--- config.mk ---
export PLATFORM = sky130hd
export DESIGN_NAME = dac_sd_multi
export DESIGN_NICKNAME = d
export VERILOG_FILES = /design/src/rtl/dac_sd_multi.sv
export SDC_FILE = /design/constraint.sdc
export NUM_CORES = 1
export LEC_CHECK = 0
export ABC_AREA = 0
export CORE_ASPECT_RATIO = 1.75
export CORE_UTILIZATION = 37
export CTS_CLUSTER_SIZE = 12
export DETAILED_ROUTE_END_ITERATION = 8
export PLACE_DENSITY = 0.51
export SYNTH_ARGS = -nofsm -noshare
export SYNTH_HDL_FRONTEND = slang
export SYNTH_SLANG_ARGS = --single-unit
--- constraint.sdc ---
create_clock -name CLK -period 11.3 [get_ports CLK]
set_input_delay 1.695 -clock CLK [delete_from_list [all_inputs] [get_ports CLK]]
set_output_delay 1.695 -clock CLK [all_outputs]
set_load 0.005 [all_outputs]
--- src/rtl/dac_sd_multi.sv ---
// ---------------------------------------------------------------------------
// dac_sd_multi
//
// Purpose:
//   Multi-channel 1-bit delta-sigma DAC. Each channel takes a signed PCM
//   sample and turns it into a 1-bit pulse-density stream. It uses an
//   error-feedback modulator whose order (first or second) can be changed
//   at run time.
//   The input is double-buffered: IN_VALID loads a holding register on any
//   clock edge, and each CLK_EN tick moves the holding register into the
//   active sample. The error state saturates instead of wrapping, and each
//   channel has its own sticky overflow flag.
//
// Ports:
//   CLK       system clock
//   RESET_n   asynchronous active-low reset
//   CLK_EN    modulator tick enable; all modulator state advances only here
//   IN_DATA   CH signed WIDTH-bit samples, channel c at [c*WIDTH +: WIDTH]
//   IN_VALID  load strobe into the holding registers (ignores CLK_EN)
//   MODE      0 = first order, 1 = second order
//   MUTE      1 = force the active sample of every channel to 0
//   OUT       registered 1-bit DAC outputs, one per channel
//   OVF       sticky per-channel error-saturation flags
//
// Parameters:
//   CH     number of channels (1..8)
//   WIDTH  signed sample width (4..16)
// ---------------------------------------------------------------------------
module dac_sd_multi #(
  parameter int CH    = 2,
  parameter int WIDTH = 10
) (
  input  logic                CLK,
  input  logic                RESET_n,
  input  logic                CLK_EN,
  input  logic [CH*WIDTH-1:0] IN_DATA,
  input  logic                IN_VALID,
  input  logic                MODE,
  input  logic                MUTE,
  output logic [CH-1:0]       OUT,
  output logic [CH-1:0]       OVF
);

  // Arithmetic width. The worst case for second order is |x| + 2|e1| + |e2| + H.
  // That is 14*H, so it stays below 2^(WIDTH+3) and WIDTH+4 bits are enough.
  localparam int AW = WIDTH + 4;
  // Stored error width. The clamp range is [-2^(WIDTH+1), 2^(WIDTH+1)-1].
  localparam int EW = WIDTH + 2;

  // Feedback magnitude H = 2^(WIDTH-1), i.e. full-scale of the input.
  localparam logic signed [AW-1:0] FB_MAG = AW'(2 ** (WIDTH - 1));

  // Saturation targets of the stored error state.
  localparam logic [EW-1:0] E_POS_SAT = {1'b0, {(EW-1){1'b1}}};
  localparam logic [EW-1:0] E_NEG_SAT = {1'b1, {(EW-1){1'b0}}};

  // -------------------------------------------------------------------------
  // Shared order register.
  // When MODE differs from the registered order on a tick, every channel
  // computes that tick with zeroed error history. This restarts the loop
  // cleanly, so the old order's state cannot kick the new loop into a pop.
  // -------------------------------------------------------------------------
  logic mode_reg;
  logic restart;

  assign restart = (MODE != mode_reg);

  always_ff @(posedge CLK or negedge RESET_n) begin
    if (!RESET_n) begin
      mode_reg <= 1'b0;
    end else if (CLK_EN) begin
      mode_reg <= MODE;
    end
  end

  // -------------------------------------------------------------------------
  // Per-channel datapath. Channels are independent; they share only
  // CLK_EN, MODE, MUTE and the order register above.
  // -------------------------------------------------------------------------
  genvar gi;
  generate
    for (gi = 0; gi < CH; gi++) begin : g_ch
      logic signed [WIDTH-1:0] in_hold_reg;
      logic signed [WIDTH-1:0] x_act_reg;
      logic signed [EW-1:0]    e1_reg;
      logic signed [EW-1:0]    e2_reg;
      logic                    out_reg;
      logic                    ovf_reg;

      logic signed [EW-1:0]    e1_eff;
      logic signed [EW-1:0]    e2_eff;
      logic signed [AW-1:0]    x_w;
      logic signed [AW-1:0]    e1_w;
      logic signed [AW-1:0]    e2_w;
      logic signed [AW-1:0]    v;
      logic signed [AW-1:0]    en_raw;
      logic signed [EW-1:0]    en_next;
      logic                    b;
      logic                    sat;

      // Error history as seen by this tick (zeroed on an order change).
      assign e1_eff = restart ? '0 : e1_reg;
      assign e2_eff = restart ? '0 : e2_reg;

      // Sign-extend everything into the common arithmetic width.
      assign x_w  = {{(AW-WIDTH){x_act_reg[WIDTH-1]}}, x_act_reg};
      assign e1_w = {{(AW-EW){e1_eff[EW-1]}}, e1_eff};
      assign e2_w = {{(AW-EW){e2_eff[EW-1]}}, e2_eff};

      // Loop filter input. Second order uses the noise shaping
      // (1 - z^-1)^2, which becomes 2*e1 - e2 in error-feedback form.
      always_comb begin
        v = x_w + e1_w;
        if (MODE) begin
          v = x_w + (e1_w <<< 1) - e2_w;
        end
      end

      // 1-bit quantiser: v >= 0 gives 1, and the feedback is +H or -H.
      assign b      = ~v[AW-1];
      assign en_raw = b ? (v - FB_MAG) : (v + FB_MAG);

      // en_raw fits the EW-bit error register only if its top AW-EW+1
      // bits are all copies of the sign. Any other pattern means it is out
      // of range, and the value is clamped toward its own sign.
      assign sat = ~((&en_raw[AW-1:EW-1]) | ~(|en_raw[AW-1:EW-1]));

      always_comb begin
        en_next = en_raw[EW-1:0];
        if (sat) begin
          en_next = en_raw[AW-1] ? E_NEG_SAT : E_POS_SAT;
        end
      end

      // Holding register: loads on any edge with IN_VALID, even between ticks.
      always_ff @(posedge CLK or negedge RESET_n) begin
        if (!RESET_n) begin
          in_hold_reg <= '0;
        end else if (IN_VALID) begin
          in_hold_reg <= IN_DATA[gi*WIDTH +: WIDTH];
        end
      end

      // Modulator state. x_act_reg takes the holding register's value from
      // before this edge. A sample loaded on the same edge as a tick
      // therefore waits for the next tick.
      always_ff @(posedge CLK or negedge RESET_n) begin
        if (!RESET_n) begin
          x_act_reg <= '0;
          e1_reg    <= '0;
          e2_reg    <= '0;
          out_reg   <= 1'b0;
          ovf_reg   <= 1'b0;
        end else if (CLK_EN) begin
          x_act_reg <= MUTE ? '0 : in_hold_reg;
          e2_reg    <= e1_eff;
          e1_reg    <= en_next;
          out_reg   <= b;
          if (sat) begin
            ovf_reg <= 1'b1;
          end
        end
      end

      assign OUT[gi] = out_reg;
      assign OVF[gi] = ovf_reg;
    end
  endgenerate

endmodule

[Word-level counts from Yosys, hierarchy flattened]
Index checks and enable logic that the tools add are counted.
Storage, ports and cells
  logic and storage cells: 52
  bits of input ports: 26
  register bits after elaboration: 93
  output and inout port bits: 4
Cells by class
  reduce and logical (&&, ||, !) cells: 6
  add/subtract/negate cells: 10
  multiplexer cells: 14
  bitwise logic cells: 8
  equality and inequality tests: 1
Operator list (number)
  12-bit 2-to-1 mux: 8
  14-bit 2-to-1 mux: 4
  10-bit by 13-bit adder with 14-bit output: 2
  14-bit by 11-bit adder with 14-bit output, second input constant: 2
  14-bit by 11-bit subtractor with 14-bit output, second input constant: 2
  14-bit by 12-bit subtractor with 14-bit output: 2
  10-bit by 12-bit adder with 13-bit output: 2
  10-bit 2-to-1 mux: 2
  1-bit NOT: 6
  3-bit AND reduction: 2
  3-bit OR reduction: 2
  2-bit AND reduction: 2
  1-bit bitwise OR: 2
  1-bit != test: 1

[Depth between registers and ports, before layout]
Gate-level depths: netlist (run 1).
  depth in word-level cells: 12
  depth in mapped cells: 28
  depth with buffers taken out: 23

[Worst setup path before layout (run 1)]
OpenSTA, ideal clock, no wires.
  kind: input -> register
  start: input MODE
  end: register g_ch[1].e1_reg[2]
  data required time: 11.169 ns
  setup slack: 4.265 ns
  stages on the path: 27
  setup time: 0.131 ns
  path buffers: 5
  data arrival time: 6.904 ns
  cell sequence: clkbuf_8 > clkbuf_1 > xnor2_1 > clkbuf_1 > clkbuf_1 > and2_1 > fa_1 > inv_1 > ha_1 > inv_1 > fa_1 > and2b_1 > o31a_1 > o2111ai_1 > a2111oi_0 > a311oi_2 > and2_4 > inv_2 > xnor2_1 > ha_1 > or2_2 > o221a_2 > o311ai_2 > nor2_1 > a211oi_2 > buf_4 > o22ai_1
On the way
  word-level cells in the longest chain between the ends: 11
  elaborated cells between the ends (all ways): 16
  those cells by class: 5 x add/sub; 1 x eq/ne; 6 x mux; 2 x bitwise; 2 x reduce/logical
RTL lines
  start, declared: line 38  | input logic MODE,
  1-bit != test: line 66  | assign restart = (MODE != mode_reg);
  12-bit 2-to-1 mux: line 102  | assign e1_eff = restart ? '0 : e1_reg;
  10-bit by 13-bit adder with 14-bit output: line 115  | v = x_w + (e1_w <<< 1) - e2_w;
  14-bit by 12-bit subtractor with 14-bit output: line 115
  14-bit 2-to-1 mux (*): line 114  | if (MODE) begin
  14-bit by 11-bit subtractor with 14-bit output or 14-bit by 11-bit adder with 14-bit output (tied branches): line 121  | assign en_raw = b ? (v - FB_MAG) : (v + FB_MAG);
  14-bit 2-to-1 mux (*): line 121
  3-bit OR reduction: line 126  | assign sat = ~((&en_raw[AW-1:EW-1]) | ~(|en_raw[AW-1:EW-1]));
  1-bit NOT: line 126
  1-bit bitwise OR: line 126
  12-bit 2-to-1 mux (*): line 130  | if (sat) begin
  end signal, assigned: line 157  | e1_reg <= en_next;
  end, declared: line 85  | logic signed [EW-1:0] e1_reg;
Mark *: on every way between the ends. The rest lies on a longest branch, timed or not.
A chain may end at the register's enable or synchronous reset.

[Final worst setup path (run 1)]
  start: input MODE
  end: register g_ch[1].e1_reg[6]
The elaborated chain is that of the path after synthesis.

==> results of run 1 <==
-- stage by stage --
step           utilization, %  cell area, sq um  worst slack, ps
6_report                 41.4              8950             3250
5_1_grt                  41.4              8950             2770
3_5_place_dp             40.1              8650             2760
2_1_floorplan               -              8190             4270
4_1_cts                  41.4              8950             3130
3_3_place_gp             40.1              8650             2900
-- worst register-to-register path, stage by stage (launching register included) --
cell and delay, ps:
dfrtp_1 410, xnor2_2 320, buf_4 470, and2_1 210
fa_1 450, fa_1 450, and2b_1 250, o31a_1 250
o2111ai_1 200, a2111oi_0 540, a311oi_2 140, and2_4 230
inv_2 80, xnor2_1 70, ha_1 260, or2_2 310
o221a_2 280, o311ai_2 120, nand3_1 130, o221ai_1 810
o22ai_1 210
-- per-layer routing --
layer / part of all wire (%) / vias to the layer above / track usage (%)
li1: - / 3217 / -
met1: 38 / 3127 / 20.3
met2: 57 / 57 / 38.2
met3: 1.3 / 36 / 1.92
met4: 4.0 / 0 / 10.3
met5: 0 / - / 0
-- cells by family after synthesis --
family	count (synthesis)
compound gates	236
xor+xnor	27
fa+ha+maj	84
buf+inv	154
flops	93
mux	53
simple gates	266
-- layout make-up --
class	count	area [sq um]
clock inverter	6	71.3
sequential	93	2330
tap	292	365
timing repair buffer	34	323
inverter	112	420
fill	2188	12600
multi-input combinational	666	5210
clock buffer	10	229
-- synthesized netlist by cell type (all sizes together) (3+ instances only) --
master / instances
inv: 111
dfrtp: 93
nand2: 64
nor2: 60
o21ai: 57
ha: 56
mux2: 47
a21oi: 42
and2: 32
clkbuf: 28
fa: 28
nand3: 26
nand3b: 21
a21o: 19
nor3: 19
a211oi: 18
buf: 14
o21a: 14
xnor2: 14
nand4: 13
o22ai: 13
xor2: 13
o211ai: 12
mux2i: 6
or2: 6
a31o: 5
a31oi: 5
and3: 5
o311ai: 5
a221oi: 4
a311oi: 4
o21bai: 4
o221ai: 4
o31a: 4
a22oi: 3
nand2b: 3
nor2b: 3
or3: 3
-- path summary, 6_finish.rpt --
kind,startpoint,endpoint,slack (ps),cells after the start
min in group asynchronous,RESET_n,g_ch[1].x_act_reg[5]$_DFFE_PN0P_,1360,1
worst max register to register,mode_reg$_DFFE_PN0P_,g_ch[1].e1_reg[6]$_DFFE_PN0P_,4950,20
worst min register to register,g_ch[0].e1_reg[8]$_DFFE_PN0P_,g_ch[0].e1_reg[8]$_DFFE_PN0P_,500,2
max in group asynchronous,RESET_n,g_ch[1].e2_reg[9]$_DFFE_PN0P_,8910,2
worst max-delay path,MODE,g_ch[1].e1_reg[6]$_DFFE_PN0P_,3250,22
worst min-delay path,g_ch[0].e1_reg[8]$_DFFE_PN0P_,g_ch[0].e1_reg[8]$_DFFE_PN0P_,500,2
==> impl_metrics.sql, run 1 <==
INSERT INTO impl_metrics (metric_group, metric, value, unit) VALUES
('critical_path', 'slowest_stage', 'o221ai_1', ''),
('clocking', 'post_cts_resized', '0', ''),
('placement', 'place.detailed.instances', '1197', ''),
('synthesis', 'synth-main-ff-cell', 'dfrtp_1', ''),
('synthesis', 'synth_mux_area_share', '7.24', '%'),
('synthesis', 'synth_enable_flop_cells', '0', ''),
('timing', 'hold_ws', '499', 'ps'),
('global_routing', 'total_overflow_reported_by_the_global_router', '0', ''),
('critical_path', 'timing.critical_path.from_type', 'input port', ''),
('critical_path', 'crit_path_cell_trace', 'clkdlybuf4s50_1 > buf_4 > xnor2_2 > buf_4 > and2_1 > fa_1 > fa_1 > and2b_1 > o31a_1 > o2111ai_1 > a2111oi_0 > a311oi_2 > and2_4 > inv_2 > xnor2_1 > ha_1 > or2_2 > o221a_2 > o311ai_2 > nand3_1 > o221ai_1 > o22ai_1', ''),
('timing', 'final_period_minus_worst_setup_slack', '8050', 'ps'),
('routing', 'drt_first_pass_iters', '4', ''),
('clocking', 'cts.path.max_buffers', '2', ''),
('cells_and_area', 'drive_above_1_share', '12.9', '%'),
('global_routing', 'initial_antenna_violation_count', '0', ''),
('global_routing', 'global_route_total_usage_across_every_layer', '19.6', '%'),
('routing', 'route.detailed.drc', '0', ''),
('timing', 'pins_over_their_slew_limit', '0', ''),
('global_routing', 'grt_max_degree', '64', ''),
('cells_and_area', 'layoutNonFillerInstCount', '1213', ''),
('critical_path', 'cp_top_family', 'compound AO/OA/AOI/OAI gates', ''),
('synthesis', 'yosys.area_share.simple', '17.0', '%'),
('clocking', 'hold_buffers', '0', ''),
('synthesis', 'synth_top_family_by_area', 'compound AO/OA/AOI/OAI gates', ''),
('synthesis', 'post_synth_instance_area', '0.00819', 'sq mm'),
('cells_and_area', 'n_antenna_cell', '0', ''),
('clocking', 'clock_sink_count', '93', ''),
('timing', 'timing.setup.tns', '0', 'ps'),
('floorplanning', 'die_area', '0.0227', 'sq mm'),
('synthesis', 'avgSynthCellArea', '8.97', 'sq um'),
('routing', 'drt-total-wl', '21.0', 'mm'),
('timing', 'fmax', '124', 'MHz'),
('floorplanning', 'num_rows', '71', ''),
('clocking', 'clkSlewWorstSetupHoldPaths', '70', 'ps'),
('placement', 'place.port_buffers', '29', ''),
('critical_path', 'timing.critical_path.to_type', 'register', ''),
('synthesis', 'post_synth_inst_count', '913', ''),
('clocking', 'cts_setup_buffers', '0', ''),
('floorplanning', 'floorplan.die.height', '199', 'um'),
('synthesis', 'ys_warn_count', '0', ''),
('routing', 'detail-route-antenna-nets', '0', ''),
('placement', 'gp_congestion', '0.805', ''),
('outcome', 'run_status', 'completed', ''),
('synthesis', 'number_of_flip_flops_and_latches_in_the_synthesized_netlist', '93', ''),
('synthesis', 'synth-xor-area-share', '2.98', '%'),
('synthesis', 'netlist.top_cell.by_area', 'dfrtp_1', ''),
('cells_and_area', 'area_growth', '9.29', '%'),
('floorplanning', 'design.portCount', '30', ''),
('clocking', 'clk_latency', '370', 'ps'),
('flow_run', 'max_cap_viol_count', '0', ''),
('synthesis', 'ys_async_sr_fraction', '100', '%'),
('clocking', 'cts_buffers', '9', ''),
('global_routing', 'grt_pass1_wl', '34.2', 'mm'),
('cells_and_area', 'most_frequent_standard_cell_in_the_layout_excluding_fill_and_tap_cells', 'inv_1', ''),
('synthesis', 'synth-seq-area-share', '28.4', '%'),
('cells_and_area', 'mostFrequentLayoutCells', 'inv_1, dfrtp_1, nand2_1', ''),
('synthesis', 'syn-num-nets', '1023', ''),
('synthesis', 'netlist-cell-type-count', '97', ''),
('synthesis', 'synth_top_area_share', '28.4', '%'),
('synthesis', 'synth-compound-area-share', '20.9', '%'),
('timing', 'max_slew.worst_pin.slew', '1030', 'ps'),
('timing', 'skew', '9.34', 'ps'),
('routing', 'via_count', '6437', ''),
('floorplanning', 'die-width', '114', 'um'),
('clocking', 'cts_htree_levels', '3', ''),
('floorplanning', 'initial_core_util', '37.9', '%'),
('routing', 'detailedRoute.firstIterationViolations', '237', ''),
('clocking', 'buffer_type_at_the_clock_tree_root', 'clkbuf_16', ''),
('routing', 'wire_per_inst', '17.3', 'um'),
('critical_path', 'worst-path-buf-inv', '4', ''),
('cells_and_area', 'nNetsFinal', '1026', '');
Power of run 1 is not shown: default switching activity piles up to over one toggle a cycle in this logic, so the estimate is an artifact.
==> run 2, diff against run 1 <==
- clock period: 11.3 -> 7.9 ns (I/O delays scaled with it)
==> run 2 against run 1 <==
Net effect: global-route usage up 0.65 points; critical path depth is 1 higher; design area grew 0.50%; via count up 1.4%; worst hold slack got worse by 6.7 ps; largest cell class unchanged; highest routed layer unchanged.
==> impl_metrics.sql, run 2 (synthesized netlist as in run 1, its figures left out) <==
INSERT INTO impl_metrics (metric_group, metric, value, unit) VALUES
('placement', 'gp_congestion', '0.835', ''),
('routing', 'drt_first_pass_iters', '4', ''),
('timing', 'setup_violations', '0', ''),
('worst_hold_path', 'min_path_type', 'register to register', ''),
('clocking', 'cts.path.max_buffers', '2', ''),
('timing', 'hold_viol', '0', ''),
('timing', 'skew', '13.4', 'ps'),
('critical_path', 'path_max_fanout', '18', ''),
('clocking', 'clkSlewWorstSetupHoldPaths', '70', 'ps'),
('cells_and_area', 'drive_above_1_share', '13.5', '%'),
('routing', 'route.detailed.drc', '0', ''),
('flow_run', 'max_cap_viol_count', '0', ''),
('critical_path', 'critical_path_class', 'input port to register', ''),
('routing', 'via_count', '6526', ''),
('cells_and_area', 'area_growth', '9.84', '%'),
('global_routing', 'grt_pass1_vias', '6727', ''),
('timing', 'pins_over_their_slew_limit', '0', ''),
('timing', 'hold_ws', '493', 'ps'),
('clocking', 'clock_sink_count', '93', ''),
('cells_and_area', 'mostFrequentLayoutCells', 'inv_1, dfrtp_1, nand2_1', ''),
('clocking', 'post_cts_resized', '0', ''),
('critical_path', 'critical_path.max_stage_delay', '720', 'ps'),
('critical_path', 'slowest_stage', 'xnor2_2', ''),
('global_routing', 'grtUsageMet1', '20.2', '%'),
('floorplanning', 'floorplan.die.height', '199', 'um'),
('critical_path', 'crit_path_cell_trace', 'clkdlybuf4s50_1 > xnor2_2 > nand2_1 > fa_1 > inv_1 > ha_1 > inv_1 > fa_1 > and2b_1 > o31a_1 > o2111ai_1 > a2111oi_0 > a311oi_2 > and2_4 > inv_2 > xnor2_1 > ha_1 > or2_2 > o221a_2 > o311ai_2 > a211oi_1 > a211oi_2 > o22ai_1', ''),
('global_routing', 'initial_antenna_violation_count', '0', ''),
('clocking', 'cts_setup_buffers', '0', ''),
('placement', 'place.port_buffers', '29', ''),
('cells_and_area', 'n_antenna_cell', '0', ''),
('cells_and_area', 'fillerInstances', '2190', ''),
('critical_path', 'cp_data_required_time', '8100', 'ps'),
('critical_path', 'worst_ep_arrival_time', '7480', 'ps'),
('timing', 'final.period_utilization', '92.2', '%'),
('global_routing', 'global_route_total_usage_across_every_layer', '20.3', '%'),
('clocking', 'buffer_type_at_the_clock_tree_root', 'clkbuf_16', ''),
('outcome', 'run_status', 'completed', ''),
('routing', 'drt-total-wl', '21.6', 'mm'),
('global_routing', 'met3_usage', '2.59', '%'),
('routing', 'route.detailed.vias_per_inst', '5.36', ''),
('floorplanning', 'die_area', '0.0227', 'sq mm'),
('clocking', 'cts_buffers', '9', ''),
('clocking', 'hold_buffers', '0', ''),
('global_routing', 'total_overflow_reported_by_the_global_router', '0', ''),
('cells_and_area', 'nNetsFinal', '1031', ''),
('timing', 'max_slew_margin', '29.0', '%'),
('timing', 'final_period_minus_worst_setup_slack', '7280', 'ps'),
('critical_path', 'timing.critical_path.from_type', 'input port', ''),
('routing', 'wire_per_inst', '17.7', 'um'),
('clocking', 'clk_latency', '370', 'ps'),
('timing', 'grt_setup_unrepaired', 'false', ''),
('floorplanning', 'core_region_area', '0.0216', 'sq mm'),
('cells_and_area', 'most_frequent_standard_cell_in_the_layout_excluding_fill_and_tap_cells', 'inv_1', ''),
('clocking', 'tritoncts', 'done', ''),
('global_routing', 'grt_max_degree', '59', ''),
('floorplanning', 'design.portCount', '30', ''),
('critical_path', 'timing.critical_path.to_type', 'register', ''),
('floorplanning', 'initial_core_util', '37.9', '%'),
('clocking', 'cts_htree_levels', '3', ''),
('global_routing', 'grt_pass1_wl', '35.0', 'mm'),
('routing', 'detailedRoute.firstIterationViolations', '203', ''),
('timing', 'fmax', '137', 'MHz'),
('placement', 'post-dp-hpwl', '16.7', 'mm'),
('floorplanning', 'die-width', '114', 'um'),
('floorplanning', 'num_rows', '71', ''),
('global_routing', 'grt_busiest_layer', 'met2', ''),
('global_routing', 'gr-usage-met2', '40.3', '%'),
('timing', 'timing.setup.tns', '0', 'ps'),
('routing', 'detail-route-antenna-nets', '0', ''),
('timing', 'max_slew.worst_pin.slew', '1060', 'ps');
run 2: final timing paths:
kind	slack [ps]	endpoint	start	cells after the start
worst max register to register	1480	g_ch[1].e1_reg[7]$_DFFE_PN0P_	mode_reg$_DFFE_PN0P_	22
worst max-delay path	620	g_ch[1].e1_reg[7]$_DFFE_PN0P_	MODE	23
max in group asynchronous	5950	g_ch[0].e2_reg[11]$_DFFE_PN0P_	RESET_n	2
worst min-delay path	490	g_ch[0].e1_reg[11]$_DFFE_PN0P_	g_ch[0].e1_reg[11]$_DFFE_PN0P_	2
worst min register to register	490	g_ch[0].e1_reg[11]$_DFFE_PN0P_	g_ch[0].e1_reg[11]$_DFFE_PN0P_	2
min in group asynchronous	790	g_ch[1].in_hold_reg[9]$_DFFE_PN0P_	RESET_n	1
run 2: metal layers:
layer / vias up / share of wire, %
met1: 3176 / 36
met2: 78 / 58
met3: 39 / 1.7
li1: 3233 / -
met5: - / 0
met4: 0 / 4.1
run 2: final cells by class:
| class | instances | area [sq um] | area share (%) |
|---|---|---|---|
| tap | 292 | 365 | 4.06 |
| clock buffer | 10 | 239 | 2.66 |
| inverter | 112 | 420 | 4.68 |
| timing repair buffer | 39 | 360 | 4.01 |
| sequential | 93 | 2330 | 25.9 |
| clock inverter | 6 | 68.8 | 0.765 |
| multi-input combinational | 666 | 5210 | 58.0 |
run 2: stage by stage:
stage / worst slack (ps) / instance area [sq um] / cells / utilization (%)
2_1_floorplan: 1380 / 8190 / 913 / -
3_3_place_gp: 283 / 8680 / 1202 / 40.2
3_5_place_dp: 194 / 8680 / 1202 / 40.2
4_1_cts: 577 / 8990 / 1218 / 41.7
5_1_grt: 137 / 8990 / 1218 / 41.7
6_report: 619 / 8990 / 1218 / 41.7
run 2: worst max-delay path, delay by kind of cell:
family / cells / cell delay [ps]
XOR/XNOR: 2 / 800
AO/OA/AOI/OAI: 9 / 2530
AND/OR/NAND/NOR: 4 / 990
adder cells (fa/ha/maj): 4 / 1300
buffers and inverters: 4 / 660
Power of run 2 is left out for the same reason.
